## src/rtl/rf_dump_pkg.sv

```systemverilog
// Shared types and default sizes for the register-file debug dump path.
// Also used by the register file and the display logic.
package rf_dump_pkg;

  localparam int DEF_NREGS  = 32;
  localparam int DEF_SEL_W  = 5;
  localparam int DEF_DATA_W = 32;

  typedef enum logic [1:0] {
    IDLE,
    FETCH,
    SEND,
    DONE
  } state_t;

endpackage

```

## src/rtl/rf_dump_scanner.sv

```systemverilog
// Walks the register file debug port and streams each register value
// with its index over a valid/ready handshake.
module rf_dump_scanner
  import rf_dump_pkg::*;
#(
  parameter int NREGS  = DEF_NREGS,
  parameter int SEL_W  = DEF_SEL_W,
  parameter int DATA_W = DEF_DATA_W
) (
  input  logic              clk,
  input  logic              rst,
  input  logic              start,
  input  logic              cont,
  input  logic              abort,
  output logic [SEL_W-1:0]  reg_sel,
  input  logic [DATA_W-1:0] reg_data,
  output logic              out_valid,
  input  logic              out_ready,
  output logic [DATA_W-1:0] out_data,
  output logic [SEL_W-1:0]  out_idx,
  output logic              out_last,
  output logic              busy,
  output logic              done
);

  state_t state_q, state_d;
  logic [SEL_W-1:0] idx_q, idx_d;
  logic [SEL_W-1:0] last_idx;

  assign last_idx = SEL_W'(NREGS - 1);

  always_comb begin
    state_d = state_q;
    idx_d   = idx_q;
    unique case (state_q)
      IDLE: begin
        if (start && !abort) begin
          state_d = FETCH;
          idx_d   = '0;
        end
      end
      FETCH: begin
        state_d = abort ? IDLE : SEND;
      end
      SEND: begin
        if (abort) begin
          state_d = IDLE;
        end else if (out_ready) begin
          if (out_last) begin
            state_d = DONE;
          end else begin
            state_d = FETCH;
            idx_d   = idx_q + 1'b1;
          end
        end
      end
      DONE: begin
        if (abort) begin
          state_d = IDLE;
        end else if (cont) begin
          state_d = FETCH;
          idx_d   = '0;
        end else begin
          state_d = IDLE;
        end
      end
      default: state_d = IDLE;
    endcase
  end

  always_ff @(posedge clk or posedge rst) begin
    if (rst) begin
      state_q <= IDLE;
      idx_q   <= '0;
    end else begin
      state_q <= state_d;
      idx_q   <= idx_d;
    end
  end

  // Each word is sampled in its own FETCH cycle, not as a snapshot.
  always_ff @(posedge clk or posedge rst) begin
    if (rst) begin
      out_data <= '0;
      out_idx  <= '0;
      out_last <= 1'b0;
    end else if (state_q == FETCH) begin
      out_data <= reg_data;
      out_idx  <= idx_q;
      out_last <= (idx_q == last_idx);
    end
  end

  assign reg_sel   = (state_q == FETCH) ? idx_q : '0;
  assign out_valid = (state_q == SEND);
  assign busy      = (state_q != IDLE);
  assign done      = (state_q == DONE);

endmodule

```

## config.mk

```make
export PLATFORM = sky130hd
export DESIGN_NAME = rf_dump_scanner
export DESIGN_NICKNAME = d
export VERILOG_FILES = /design/src/rtl/rf_dump_pkg.sv /design/src/rtl/rf_dump_scanner.sv
export SDC_FILE = /design/constraint.sdc
export NUM_CORES = 1
export LEC_CHECK = 0
export ABC_CLOCK_PERIOD_IN_PS = 1550
export CORE_UTILIZATION = 40
export DETAILED_ROUTE_END_ITERATION = 8
export DONT_BUFFER_PORTS = 1
export PLACE_DENSITY = 0.53
export SLEW_MARGIN = 10
export SYNTH_ARGS = -nofsm -noshare
export SYNTH_HDL_FRONTEND = slang
export SYNTH_SLANG_ARGS = --single-unit
```

## constraint.sdc

```tcl
create_clock -name clk -period 1.55 [get_ports clk]
set_input_delay 0.31 -clock clk [delete_from_list [all_inputs] [get_ports clk]]
set_output_delay 0.31 -clock clk [all_outputs]
set_load 0.02 [all_outputs]
```

# Word level (Yosys, flattened, before mapping)
# Cells that the tools add are included.
# W data, S select, Z words.
op_classes:
  addsub: 1
  n_eq_ne: 11
  mux: 16
  n_reduce_logical: 7
op_table:
  columns: ["operator", "count"]
  rows:
  - ["$mux W5", 7]
  - ["$pmux W5 S3", 1]
  - ["$mux W2", 5]
  - ["$ne A2 B2 Y1 const B", 5]
  - ["$pmux W2 S4", 1]
  - ["$reduce_and A7 Y1", 1]
  - ["$add A5 B1 Y5 const B", 1]
  - ["$eq A5 B5 Y1 const B", 1]
  - ["$eq A2 B2 Y1 const B", 2]
  - ["$ne A3 B2 Y1 const B", 1]
  - ["$reduce_bool A3 Y1", 1]
  - ["$eq A2 B1 Y1 const B", 1]
  - ["$logic_not A2 Y1", 1]
  - ["$mux W1", 2]
  - ["$ne A2 B1 Y1 const B", 1]
  - ["$reduce_and A2 Y1", 1]
  - ["$reduce_bool A2 Y1", 1]
  - ["$logic_and A1 B1 Y1", 1]
  - ["$logic_not A1 Y1", 1]
word_totals:
  regBits: 45

# Logic depth before layout (Yosys ltp)
# Gate-level depths: netlist of the first run.
depth:
  word_depth: 5
  depth_mapped: 6
  ltp_nobuf: 5

# Worst setup path after synthesis of the first run
# Ideal clock, no wire load.
synth_timing:
  path_kind: "flip-flop to output port"
  from: "register state_q[1]"
  to: "output reg_sel[4]"
  t_arrival_ns: 1.143
  required_time_ns: 1.240
  setup_slack_ns: 0.097
  path_stages_with_launch: 5
  path_buffers: 2
  cell_sequence: "dfrtp_1 > nand2b_1 > clkbuf_1 > buf_2 > nor2_1"
synth_via:
  elab_chain_cells: 2
synth_rtl:
  columns: ["element", "line_no", "rtl"]
  rows:
  - ["from (decl)", "rf_dump_scanner.sv:26", "state_t state_q, state_d;"]
  - ["from (signal assigned)", "rf_dump_scanner.sv:76", "state_q <= state_d;"]
  - ["$eq A2 B1 Y1", "rf_dump_scanner.sv:94", "assign reg_sel = (state_q == FETCH) ? idx_q : '0;"]
  - ["$mux W5", "rf_dump_scanner.sv:94", null]
  - ["to (decl)", "rf_dump_scanner.sv:15", "output logic [SEL_W-1:0] reg_sel,"]
# No other way between the ends.

# Worst setup path after layout of the first run
layout_timing:
  from: "register state_q[1]"
  to: "output busy"
layout_via:
  elab_chain_cells: 1
layout_rtl:
  columns: ["element", "line_no", "rtl"]
  rows:
  - ["$reduce_bool A2 Y1", "rf_dump_scanner.sv:96", "assign busy = (state_q != IDLE);"]
  - ["to (decl)", "rf_dump_scanner.sv:22", "output logic busy,"]
# No other way between the ends.

==> results of run 1 <==
-- power breakdown --
part | switching, W | internal [W]
sequential | 0.000437 | 0.00140
combinational | 0.000218 | 0.000142
clock | 0.000378 | 0.000526
total | 0.00103 | 0.00207
-- sequential cells by signal (all words and copies together) (netlist names) --
signal    cells
out_last      1
state_q       2
out_idx       5
out_data     32
idx_q         5
-- worst max-delay path by stage --
stage	end	slack (ps)	cells past startpoint
6_report	busy	50	2
5_1_grt	idx_q[3]$_DFFE_PP0P_	-4	4
4_1_cts	reg_sel[2]	-8	2
3_5_place_dp	idx_q[1]$_DFFE_PP0P_	110	3
3_3_place_gp	idx_q[4]$_DFFE_PP0P_	160	3
2_1_floorplan	reg_sel[4]	100	4
-- area by class of cell --
class,instances,area share (%)
inverter,4,0.7109
tap,52,3.081
timing repair buffer,13,5.213
clock inverter,1,1.422
multi-input combinational,140,32.05
sequential,45,53.44
clock buffer,7,4.088
-- layer usage --
metal	share of wire (%)	vias up	track usage [%]
met5	0	-	0
met4	0.44	0	5.333
met3	6.1	2	5.916
met2	53	49	28.85
met1	40	641	18.22
li1	-	634	-
-- cell usage in the layout, fill, tap and decap left out, drive strengths merged, types with 3 or more instances in the layout --
cell type  synthesis  final
a21oi              3      3
nand2b             3      3
buf                9     11
clkbuf             1      8
mux2i              3      3
dfrtp             45     45
nand2            103    103
and2               4      4
inv                4      3
a21o               6      6
-- through the flow --
stage / hold slack, ps / cell area, µm²
5_1_grt: 53.21 / 2112
6_report: 68.03 / 2112
3_5_place_dp: 254.5 / 1947
2_1_floorplan: 373.1 / 1857
4_1_cts: 58.45 / 2088
3_3_place_gp: 244.8 / 1947
-- cell families (layout without fill, tap and decap cells) --
| group | count (synthesis) | in the layout |
|---|---|---|
| AO/OA/AOI/OAI | 15 | 15 |
| multiplexers | 3 | 3 |
| flip-flops | 45 | 45 |
| buffers and inverters | 14 | 25 |
| adder cells (fa/ha/maj) | 2 | 2 |
| AND/OR/NAND/NOR | 120 | 120 |
-- worst max-delay path: stages (launching register included) --
cell	delay [ps]
dfrtp_2	430
buf_4	150
or2_2	330
-- repair_timing --
item,CTS,global route
cloned,0,0
buffers inserted,1,2
endpoints found under the hold margin,18,0
resized for setup,6,5
hold buffers,1,0
endpoints found under the setup margin,5,5
==> flow_metrics.tcl, run 1 <==
set metrics [dict create \
    cts_max_path_buffers 2 \
    relSlewSlack_pct 52.35 \
    layout.nets 249 \
    dp_slack_ps 110.7 \
    clk_latency_ps 290 \
    die_h_um 70.13 \
    cts_buffers 5 \
    p_leak_nw 1.146 \
    skew_ps 3.203 \
    r2r-start "state_q[0]$_DFFE_PP0P_" \
    multiInputGateArea_um2 676.9 \
    synth.yosys.seq_area_share_pct 60.65 \
    synth.area.top_cells "dfrtp_1 (61%), nand2_1 (21%), buf_2 (2.2%), a21o_1 (2.0%), mux2i_1 (1.6%)" \
    yosys.area_share.xor_xnor_pct 0 \
    cts_tree "done" \
    worst_ep_arrival_time_ps 1190 \
    clk_pin_slew_ps 80 \
    cp.required_ps 1240 \
    synth_fa_ha_area_share_pct 1.348 \
    fillerInstances 425 \
    syn_area_per_cell_um2 9.331 \
    n_antenna_cell 0 \
    yosysUniqueCellTypes 27 \
    end_kind "output pin" \
    routed_wl_um 3874 \
    numPlacedInstances 250 \
    startpoint_type "flop" \
    viasPerCell 5.061 \
    min_from "abort" \
    startpoint "state_q[1]$_DFFE_PP0P_" \
    drv_slew 0 \
    area_growth_pct 13.75 \
    total_power_w 0.003099 \
    grt-ovfl-total 0 \
    synth-simple-area-share_pct 26.62 \
    min_to "state_q[1]$_DFFE_PP0P_" \
    yosysTopAreaCell "dfrtp_1" \
    drt_first_pass_iters 4 \
    regArea_um2 1129 \
    drtIter0Drc 101 \
    tns_ps 0 \
    finish.utilization_pct 47.85 \
    grt_pass1_wl_um 6265 \
    ys.flop_type "dfrtp_1" \
    critical_path_class "flop to output pin" \
    hold_viol_final 0 \
    die_width_um 70.13 \
    root_buffer "clkbuf_8" \
    yosys_warnings 0 \
    r2r_slack_ps 130 \
    drive_gt1_share_pct 14.76 \
    dieArea_um2 4918 \
    hold_depth 1 \
    tightest_slew_ps 710.3 \
    synth_top_area_share_pct 60.65 \
    max_cap_violations 0 \
    stdcell_count 262 \
    drc 0 \
    irDropWorstVdd_mv 0.5521 \
    htreeDepth 2 \
    powerDensity_nw_per_um2 1467 \
    wire_per_inst_um 14.79 \
    ys_top_cells_by_count "nand2_1 (103), dfrtp_1 (45), buf_2 (8), a21o_1 (5), inv_1 (4)" \
    yosys-mux-area-fraction_pct 1.617 \
    syn_nets 239 \
    grt_pass1_vias 1312 \
    antenna_found_initial 0 \
    core_um2 4414 \
    io_buffers 0 \
    ioPinCount 84 \
    async_reset_ff_share_pct 100.0 \
    post-route-period-util_pct 97.04 \
    r2r_end "idx_q[3]$_DFFE_PP0P_" \
    synth_edf_count 0 \
    antenna_left 0 \
    grtUsageTotal_pct 16.35 \
    period_minus_slack_ps 1504 \
    synth_seq_cells 45 \
    synth_top_family_by_area "simple AND/OR/NAND/NOR gates" \
    worstHoldPathType "input pin to flop" \
    status "finished, final reports clean" \
    synth_compound_area_share_pct 5.997 \
    worst_slack_ps 45.91 \
    synth_cells 199 \
    fmax_ghz 0.6649 \
    gp_congestion 0.7324 \
    grt_start_max_net_pins 28 \
    cts_num_sinks 45 \
    syn-cell-area_um2 1857 \
    start_util_pct 42.06 \
    hpwl_um 2770 \
    cp_max_fo 5 \
    rr_worst_depth 4 \
    rsz0062_at_grt "true" \
    via_count 1326 \
    placementRows 24 \
    finalSetupViolCount 0 \
    synth_most_common_cell "nand2_1" \
]
No activity file was read; power rests on OpenSTA's default activity.
==> inputs of run 2 (changes only) <==
Settings changed: ABC_AREA from default to 1.
==> run 2 against run 1 <==
Net effect: the flow now finishes with violations (DRC); highest routed layer unchanged; global-route usage rose by 0.82 points; sequential power grew 38%; sequential share of layout area is 2.0 points lower; final area is 3.7% higher; largest power group unchanged.
==> flow_metrics.tcl, run 2 <==
set metrics [dict create \
    status "finished with violations" \
    violations "DRC" \
    dp_slack_ps 193.8 \
    clk_pin_slew_ps 80 \
    dieArea_um2 5025 \
    routed_wl_um 3919 \
    cts_num_sinks 45 \
    n_antenna_cell 0 \
    hold_depth 2 \
    hold_ws_ps 127.8 \
    drt_first_pass_iters 6 \
    combPwrFrac_pct 31.4 \
    largest_reg_flops 32 \
    worst_slack_ps 24.25 \
    end_kind "output pin" \
    grtUsageTotal_pct 17.17 \
    synth_seq_cells 45 \
    regMostFlops "out_data" \
    powerDensity_nw_per_um2 2154 \
    syn_area_per_cell_um2 8.217 \
    startpoint_type "flop" \
    period_minus_slack_ps 1526 \
    cp_num_buf_inv 3 \
    cts_max_path_buffers 2 \
    wire_per_inst_um 13.06 \
    finalSetupViolCount 0 \
    tightest_slew_ps 361.0 \
    swShare_pct 45.82 \
    placementRows 24 \
    syn-cell-area_um2 1898 \
    multiInputGateArea_um2 684.4 \
    worst_ep_arrival_time_ps 1220 \
    synth_cells 231 \
    synth.yosys.seq_area_share_pct 59.33 \
    p_leak_nw 1.180 \
    max_cap_violations 0 \
    clk_latency_ps 290 \
    seqPwrFrac_pct 53.4 \
    drv_slew 0 \
    fillerInstances 440 \
    drive_gt1_share_pct 14.92 \
    min_from "reg_data[29]" \
    critical_path.slowest_cell "dfrtp_1" \
    drtIter0Drc 59 \
    cts_tree "done" \
    irDropWorstVdd_mv 0.7376 \
    grt_pass1_vias 1427 \
    core_um2 4444 \
    synth_top_area_share_pct 59.33 \
    r2r_end "idx_q[1]$_DFFE_PP0P_" \
    fmax_ghz 0.6554 \
    hpwl_um 2733 \
    r2r-start "state_q[1]$_DFFE_PP0P_" \
    antenna_found_initial 0 \
    antenna_left 0 \
    layout.nets 288 \
    via_count 1428 \
    viasPerCell 4.760 \
    htreeDepth 2 \
    synth.area.top_cells "dfrtp_1 (59%), nand2_1 (25%), nor2_1 (3.4%), inv_1 (2.6%), nand3_1 (2.4%)" \
    crit_chain "inv_2 -> nor2_4 -> inv_6 -> nor2_1 -> buf_4" \
    finish.utilization_pct 49.27 \
    yosys_warnings 0 \
    hold_viol_final 0 \
    skew_ps 4.276 \
    synth_most_common_cell "nand2_1" \
    min_to "out_data[29]$_DFFE_PP0N_" \
    grt_start_max_net_pins 30 \
    stdcell_count 300 \
    io_buffers 0 \
    r2r_slack_ps 150 \
    critical_path_class "flop to output pin" \
    clkPwrFrac_pct 15.2 \
    slowest_delay_ps 400 \
    reg_top3 "out_data: 32 flops, idx_q: 5 flops, out_idx: 5 flops" \
    synth_edf_count 0 \
    drc 10 \
    p_switching_w 0.002162 \
    rsz0062_at_grt "true" \
    cp.required_ps 1240 \
    post-route-period-util_pct 98.44 \
    gp_congestion 0.8103 \
    root_buffer "clkbuf_8" \
    async_reset_ff_share_pct 100.0 \
    grt_pass1_wl_um 6589 \
    layout_commonest_cell "nand2_1" \
    relSlewSlack_pct 75.90 \
    p_int_w 0.002556 \
    cp_top_family "flip-flops" \
    cts_buffers 5 \
    start_util_pct 42.71 \
    numPlacedInstances 287 \
    syn_nets 271 \
    total_power_w 0.004717 \
    cp_max_fo 9 \
    worstHoldPathType "input pin to flop" \
    grt-ovfl-total 0 \
    regArea_um2 1127 \
    layout_common_cells "nand2_1 (124), dfrtp_1 (44), nor2_1 (12), buf_4 (12), inv_1 (10)" \
    rr_worst_depth 8 \
    area_growth_pct 15.36 \
    ys_top_cells_by_count "nand2_1 (124), dfrtp_1 (45), nor2_1 (17), inv_1 (13), nand3_1 (9)" \
    ioPinCount 84 \
    die_h_um 70.89 \
    die_width_um 70.89 \
    ys.flop_type "dfrtp_1" \
    yosysTopAreaCell "dfrtp_1" \
    yosysUniqueCellTypes 16 \
]
[run 2: cell type report]
class / instances / area share [%]
Sequential cell: 45 / 51.49
Multi-Input combinational cell: 163 / 31.26
Timing Repair Buffer: 18 / 7.543
Clock buffer: 7 / 3.943
Tap cell: 52 / 2.971
Inverter: 15 / 2.800
[run 2: worst max path at each step]
stage | start | end | cells after the start
after floorplan | state_q[1]$_DFFE_PP0P_ | reg_sel[0] | 4
after global placement | idx_q[0]$_DFFE_PP0P_ | idx_q[4]$_DFFE_PP0P_ | 8
after detailed placement | idx_q[0]$_DFFE_PP0P_ | idx_q[4]$_DFFE_PP0P_ | 8
after CTS | state_q[1]$_DFFE_PP0P_ | busy | 4
after global routing | state_q[0]$_DFFE_PP0P_ | reg_sel[4] | 5
final | state_q[0]$_DFFE_PP0P_ | reg_sel[4] | 5
[run 2: per-layer routing]
layer / GRT usage [%] / share of wire, % / routed length [µm] / vias up
met5: 0 / 0 / 0 / -
met2: 28.42 / 46 / 1804 / 62
met4: 5.333 / 0.87 / 34 / 0
li1: - / - / - / 726
met3: 7.407 / 9.4 / 367 / 4
met1: 20.28 / 44 / 1713 / 636
[run 2: through the flow]
stage          cell area (µm²)  setup TNS (ps)
2_1_floorplan             1898               0
3_3_place_gp              2017               0
3_5_place_dp              2017               0
4_1_cts                   2160          -5.132
5_1_grt                   2190          -159.8
6_report                  2190               0
[run 2: cell families (layout without fill, tap and decap cells)]
family / Yosys count / after routing / share of synthesized area [%]
AO/OA/AOI/OAI: 7 / 7 / 1.978
AND/OR/NAND/NOR: 154 / 154 / 31.84
adder cells (fa/ha/maj): 2 / 2 / 1.318
flip-flops: 45 / 45 / 59.33
buffers and inverters: 23 / 40 / 5.538
[run 2: timing repair]
item	CTS	global route
pin swaps	1	1
hold buffers	1	0
setup buffers	5	0
endpoints found under the setup margin	5	7
endpoints found under the hold margin	16	0
gates resized for setup	4	11
[run 2: power groups by stage]
stage          registers [W]  logic (W)  clock network, W
2_1_floorplan        0.00246    0.00107                 0
3_3_place_gp         0.00255    0.00133                 0
5_1_grt              0.00259    0.00174          0.000794
4_1_cts              0.00252    0.00149          0.000743
3_5_place_dp         0.00254    0.00137                 0
6_report             0.00252    0.00148          0.000719
